## src/rtl/shift_sequencer_if.sv

```systemverilog
// Bus between the main control unit / shift-amount mux and shift_sequencer.
// The master side issues requests and supplies the mux output; the slave side
// is the sequencer.
interface shift_sequencer_if;
  logic        start;
  logic [1:0]  op;
  logic [1:0]  amt_src;
  logic [31:0] data_in;
  logic [1:0]  shamt_sel;
  logic [4:0]  shamt;
  logic        busy;
  logic        done;
  logic        err;
  logic [31:0] result;

  modport master (
    output start, op, amt_src, data_in, shamt,
    input  shamt_sel, busy, done, err, result
  );

  modport slave (
    input  start, op, amt_src, data_in, shamt,
    output shamt_sel, busy, done, err, result
  );
endinterface

```

## src/rtl/shift_sequencer.sv

```systemverilog
// Multicycle shift controller: sequences one SLL/SRL/SRA (optionally ROR)
// instruction at a time, one bit per cycle.
// Build option: define SHIFT_SEQ_ROTATE_EN to make op=11 a rotate right;
// otherwise op=11 is rejected with an err pulse.
module shift_sequencer (
  input logic              i_clk,
  input logic              i_reset_n,
  shift_sequencer_if.slave bus
);

  typedef enum logic [1:0] {StIdle, StLoad, StShift, StDone} state_e;

  state_e      r_state;
  state_e      w_state_next;
  logic [31:0] r_shreg;
  logic [1:0]  r_op;
  logic [1:0]  r_shamt_sel;
  logic [4:0]  r_count;
  logic        r_err;

  logic        w_legal;
  logic        w_accept;
  logic        w_reject;
  logic [31:0] w_shifted;

  // Classify the incoming request; amt_src=11 is never legal
  always_comb begin
    w_legal = (bus.amt_src != 2'b11);
`ifndef SHIFT_SEQ_ROTATE_EN
    if (bus.op == 2'b11) begin
      w_legal = 1'b0;
    end
`endif
  end

  assign w_accept = (r_state == StIdle) && bus.start && w_legal;
  assign w_reject = (r_state == StIdle) && bus.start && !w_legal;

  // State register
  always_ff @(posedge i_clk or negedge i_reset_n) begin
    if (!i_reset_n) begin
      r_state <= StIdle;
    end else begin
      r_state <= w_state_next;
    end
  end

  // Next-state logic
  always_comb begin
    w_state_next = r_state;
    case (r_state)
      StIdle:  if (w_accept) w_state_next = StLoad;
      StLoad:  w_state_next = (bus.shamt == 5'd0) ? StDone : StShift;
      // Count is never 0 here: LOAD skips straight to DONE for a zero amount
      StShift: if (r_count == 5'd1) w_state_next = StDone;
      StDone:  w_state_next = StIdle;
      default: w_state_next = StIdle;
    endcase
  end

  // One-bit shift of the operand according to the captured op
  always_comb begin
    case (r_op)
      2'b00:   w_shifted = {r_shreg[30:0], 1'b0};
      2'b01:   w_shifted = {1'b0, r_shreg[31:1]};
      2'b10:   w_shifted = {r_shreg[31], r_shreg[31:1]};
`ifdef SHIFT_SEQ_ROTATE_EN
      default: w_shifted = {r_shreg[0], r_shreg[31:1]};
`else
      // op=11 is never accepted; share the SRL path so no rotate logic exists
      default: w_shifted = {1'b0, r_shreg[31:1]};
`endif
    endcase
  end

  // Datapath registers: operand, op, mux select, count, reject pulse
  always_ff @(posedge i_clk or negedge i_reset_n) begin
    if (!i_reset_n) begin
      r_shreg     <= 32'd0;
      r_op        <= 2'b00;
      r_shamt_sel <= 2'b00;
      r_count     <= 5'd0;
      r_err       <= 1'b0;
    end else begin
      r_err <= w_reject;
      case (r_state)
        StIdle: begin
          if (w_accept) begin
            r_shreg     <= bus.data_in;
            r_op        <= bus.op;
            r_shamt_sel <= bus.amt_src;
          end
        end
        StLoad: begin
          r_count <= bus.shamt;
        end
        StShift: begin
          r_shreg <= w_shifted;
          r_count <= r_count - 5'd1;
        end
        default: begin
        end
      endcase
    end
  end

  // Outputs decoded purely from registered state
  always_comb begin
    bus.busy      = (r_state != StIdle);
    bus.done      = (r_state == StDone);
    bus.err       = r_err;
    bus.shamt_sel = r_shamt_sel;
    bus.result    = r_shreg;
  end

endmodule

```

## src/flat_wrapper.sv

```systemverilog
// flat-port wrapper written by rule: the top's interface ports become plain ports
module shift_sequencer_flat 
  (i_clk, i_reset_n, bus_start, bus_op, bus_amt_src, bus_data_in, bus_shamt, bus_shamt_sel, bus_busy, bus_done, bus_err, bus_result);
  shift_sequencer_if bus_i ();
  input logic i_clk;
  input logic i_reset_n;
  input wire logic [$bits(bus_i.start)-1:0] bus_start;
  input wire logic [$bits(bus_i.op)-1:0] bus_op;
  input wire logic [$bits(bus_i.amt_src)-1:0] bus_amt_src;
  input wire logic [$bits(bus_i.data_in)-1:0] bus_data_in;
  input wire logic [$bits(bus_i.shamt)-1:0] bus_shamt;
  output wire logic [$bits(bus_i.shamt_sel)-1:0] bus_shamt_sel;
  output wire logic [$bits(bus_i.busy)-1:0] bus_busy;
  output wire logic [$bits(bus_i.done)-1:0] bus_done;
  output wire logic [$bits(bus_i.err)-1:0] bus_err;
  output wire logic [$bits(bus_i.result)-1:0] bus_result;
  assign bus_i.start = bus_start;
  assign bus_i.op = bus_op;
  assign bus_i.amt_src = bus_amt_src;
  assign bus_i.data_in = bus_data_in;
  assign bus_i.shamt = bus_shamt;
  assign bus_shamt_sel = bus_i.shamt_sel;
  assign bus_busy = bus_i.busy;
  assign bus_done = bus_i.done;
  assign bus_err = bus_i.err;
  assign bus_result = bus_i.result;
  shift_sequencer u_core (.i_clk(i_clk), .i_reset_n(i_reset_n), .bus(bus_i));
endmodule
```

## config.mk

```make
export PLATFORM = sky130hd
export DESIGN_NAME = shift_sequencer_flat
export DESIGN_NICKNAME = d
export VERILOG_FILES = /design/src/rtl/shift_sequencer_if.sv /design/src/rtl/shift_sequencer.sv /design/src/flat_wrapper.sv
export SDC_FILE = /design/constraint.sdc
export NUM_CORES = 1
export LEC_CHECK = 0
export ABC_AREA = 1
export CORE_MARGIN = 8
export CORE_UTILIZATION = 40
export DETAILED_ROUTE_END_ITERATION = 8
export PLACE_DENSITY = 0.69
export SYNTH_ARGS = -nofsm -noshare
export SYNTH_HDL_FRONTEND = slang
export SYNTH_SLANG_ARGS = --single-unit
```

## constraint.sdc

```tcl
create_clock -name i_clk -period 2 [get_ports i_clk]
set_input_delay 0.2 -clock i_clk [delete_from_list [all_inputs] [get_ports i_clk]]
set_output_delay 0.2 -clock i_clk [all_outputs]
set_load 0.005 [all_outputs]
```

==> run metrics <==
status finished, final reports clean; Most Frequent Cell on Critical Path inv_1; cell leakage power about 1.9 nW; Die Width between 90 and 100 um; #FFs+latches synth 44; grt total ovfl 0; GRT Total Usage between 10% and 20%; Worst-Skew Late Latency approximately 0.3 ns; Via density 4.89; crit-path max cell delay approximately 0.50 ns; post-synthesis mux area share 0%; port bufs 80; largest net degree at the start of global routing 61; met3 Use GR about 3.3%; main combinational cell family by area after synthesis simple AND/OR/NAND/NOR gates; RSZ-0062 raised after global routing no; clock slew seen by the registers of the worst setup and hold paths approximately 0.090 ns; cells along the critical path inv_1 -> ha_1 -> inv_1 -> clkdlybuf4s50_1; vias in the first global route approximately 2800; core area 0.00672 sq mm; Yosys warning total 0; CP startpoint kind flop; library cells used by synthesis 22; Net Count, Synth 455; sequential share of the synthesized area about two fifths; Post-CTS Setup Bufs 0; critical-path maximum fanout 5; CTS tree yes; Die Span Y 98.8 um; Reg2Reg Setup Slack ~0.31 ns; Final GP Congestion 0.832; CP max-delay cell clkdlybuf4s50_1; max_cap viols 0; xor and xnor area share after synthesis 0%; vias 2745; initial drt markers 126; drt total wl between 7000 and 8000 um; Critical Path AT ~1.6 ns; antenna diode count 0; Post-DP Area approximately 0.0036 sq mm; Synth Area in Compound Gates 9.91%; top post-synthesis cells by area dfrtp_1 (40%), nand2_1 (25%), nand3_1 (6.6%), o21ai_1 (6.0%), inv_1 (5.9%); Max VDD drop 0.746 mV; Synth Cell Area between 0.002 and 0.003 sq mm; Final setup viols 0; Pwr Density between 1500 and 2000 mW/mm^2; area delta synth->final 35.7%; proportion of netlist area held by the largest area contributor between 40% and 50%; H-tree levels 2; Antenna Violating Nets Remaining 0; Slew @ Worst Pin about 0.31 ns; hold slack 0.318 ns; FP Rows 30; fin nets 531; Post-Route Skew around 0.013 ns; Worst Path Required around 1.8 ns; met2 Track Usage GR about a quarter; post-route cell area between 0.003 and 0.004 sq mm; max-slew violations 0; final hold violations 0; Synth Area in Simple Gates 34.7%; Num CTS Buffers 5; clk sink count 44; I/O pin total between 80 and 90; commonest non-fill, non-tap cells in the layout nand2_1 (179), clkdlybuf4s50_1 (79), dfrtp_1 (44), inv_1 (43), nand3_1 (36); post-synthesis average cell area 6.78 sq um; Hold WC Path Type in2async; proportion of layout cells with a drive suffix above 1 between 5 and 6%; Top Usage Layer GRT met2; initial antenna violation count 0; first-pass GRT wire length about 12000 um; die area between 0.009 and 0.01 sq mm; CTS Buffer Depth 2; crit path kind reg2out; Post-Synth Adder-Cell Area 3.20%; wire per inst roughly 13 um; CTS root buf clkbuf_8; hpwl dp 5220 um; Relative slew margins 79.0%; final worst-path cycle share 91.0%; drt pass-1 iters 4; DRC 0; CP Capture Type primary output; initial core utilization around two fifths; most common cell after layout, fill and taps aside nand2_1; post-CTS sizing 0; Peak Freq 549 MHz; Final TNS setup 0 ns; area leader, netlist dfrtp_1; Post-Syn Instances 404; crit path time final between 1.5 and 2 ns; met1 usage between 10% and 20%
## per-layer routing
| metal | wire length [um] | up-vias |
|---|---|---|
| met5 | 0 | - |
| met4 | 25 | 0 |
| met3 | 421 | 2 |
| met2 | 3510 | 78 |
| met1 | 3410 | 1264 |
| li1 | - | 1401 |
## critical path, delay by kind of cell (launching register included)
family,cells,cell delay (ns)
fa+ha+maj,1,0.24
buf+inv,3,0.68
flops,1,0.41
## Yosys cell counts
cell type	n
nand2_1	179
dfrtp_1	44
inv_1	43
nand3_1	36
o21ai_1	33
nor2_1	14
buf_2	9
buf_4	8
o21ai_0	8
a21oi_1	7
ha_1	7
inv_2	3
buf_6	2
buf_8	2
o211ai_1	2
a211oi_1	1
nand2_2	1
nand2_4	1
nand3_2	1
nor2_2	1
nor2_4	1
o21ai_2	1
## state kept, by name (all words and copies together), names as in the netlist
name and flops:
u_core.bus.result 32, u_core.r_count 5, u_core.bus.shamt_sel 2, u_core.r_op 2, u_core.r_state 2, u_core.bus.err 1
## cells by family after synthesis
logic type,count (synthesis)
AOI/OAI and AO/OA,52
and+or+nand+nor,234
DFF,44
buffers and inverters,67
adders and majority gates,7
## layout make-up
| type | count | area [sq um] |
|---|---|---|
| Fill cell | 651 | 3000 |
| Clock buffer | 6 | 72.6 |
| Tap cell | 80 | 100 |
| Sequential cell | 44 | 1100 |
| Multi-Input combinational cell | 293 | 1310 |
| Clock inverter | 2 | 35.0 |
| Timing Repair Buffer | 90 | 928 |
| Inverter | 46 | 173 |
## through the flow
| stage | total power (W) | setup WS (ns) | utilization [%] | std cells |
|---|---|---|---|---|
| final | 0.00574 | 0.180 | 55.3 | 561 |
| after global routing | 0.00632 | 0.0282 | 55.3 | 561 |
| after CTS | 0.00569 | 0.157 | 55.0 | 560 |
| after detailed placement | 0.00498 | 0.300 | 53.2 | 551 |
| after global placement | 0.00493 | 0.360 | 53.2 | 551 |
| after floorplan | 0.00375 | 0.602 | - | 404 |
## worst paths after layout
kind	start	endpoint	cells after the start
setup / recovery	u_core.r_state[0]	bus_busy	4
hold / removal	i_reset_n	u_core.bus.result[9]	2
setup reg to reg	u_core.r_state[1]	u_core.bus.result[19]	9
hold reg to reg	u_core.bus.shamt_sel[0]	u_core.bus.shamt_sel[0]	2
max in group asynchronous	i_reset_n	u_core.bus.result[30]	3
min in group i_clk	bus_start	u_core.bus.err	3
## where the power goes
part | internal, W | switching (W) | total [W] | leakage (nW)
sequential | 0.00133 | 0.000284 | 0.00161 | 0.543
combinational | 0.00156 | 0.00187 | 0.00343 | 1.27
clock | 0.000372 | 0.000320 | 0.000691 | 0.0552
total | 0.00326 | 0.00248 | 0.00574 | 1.87
## repair_timing
item | 4_1_cts | 5_1_grt
hold endpoints to repair | 12 | 0
setup endpoints to repair | 0 | 1
hold buffers | 1 | 0
Power figures use the tool's default switching activity.
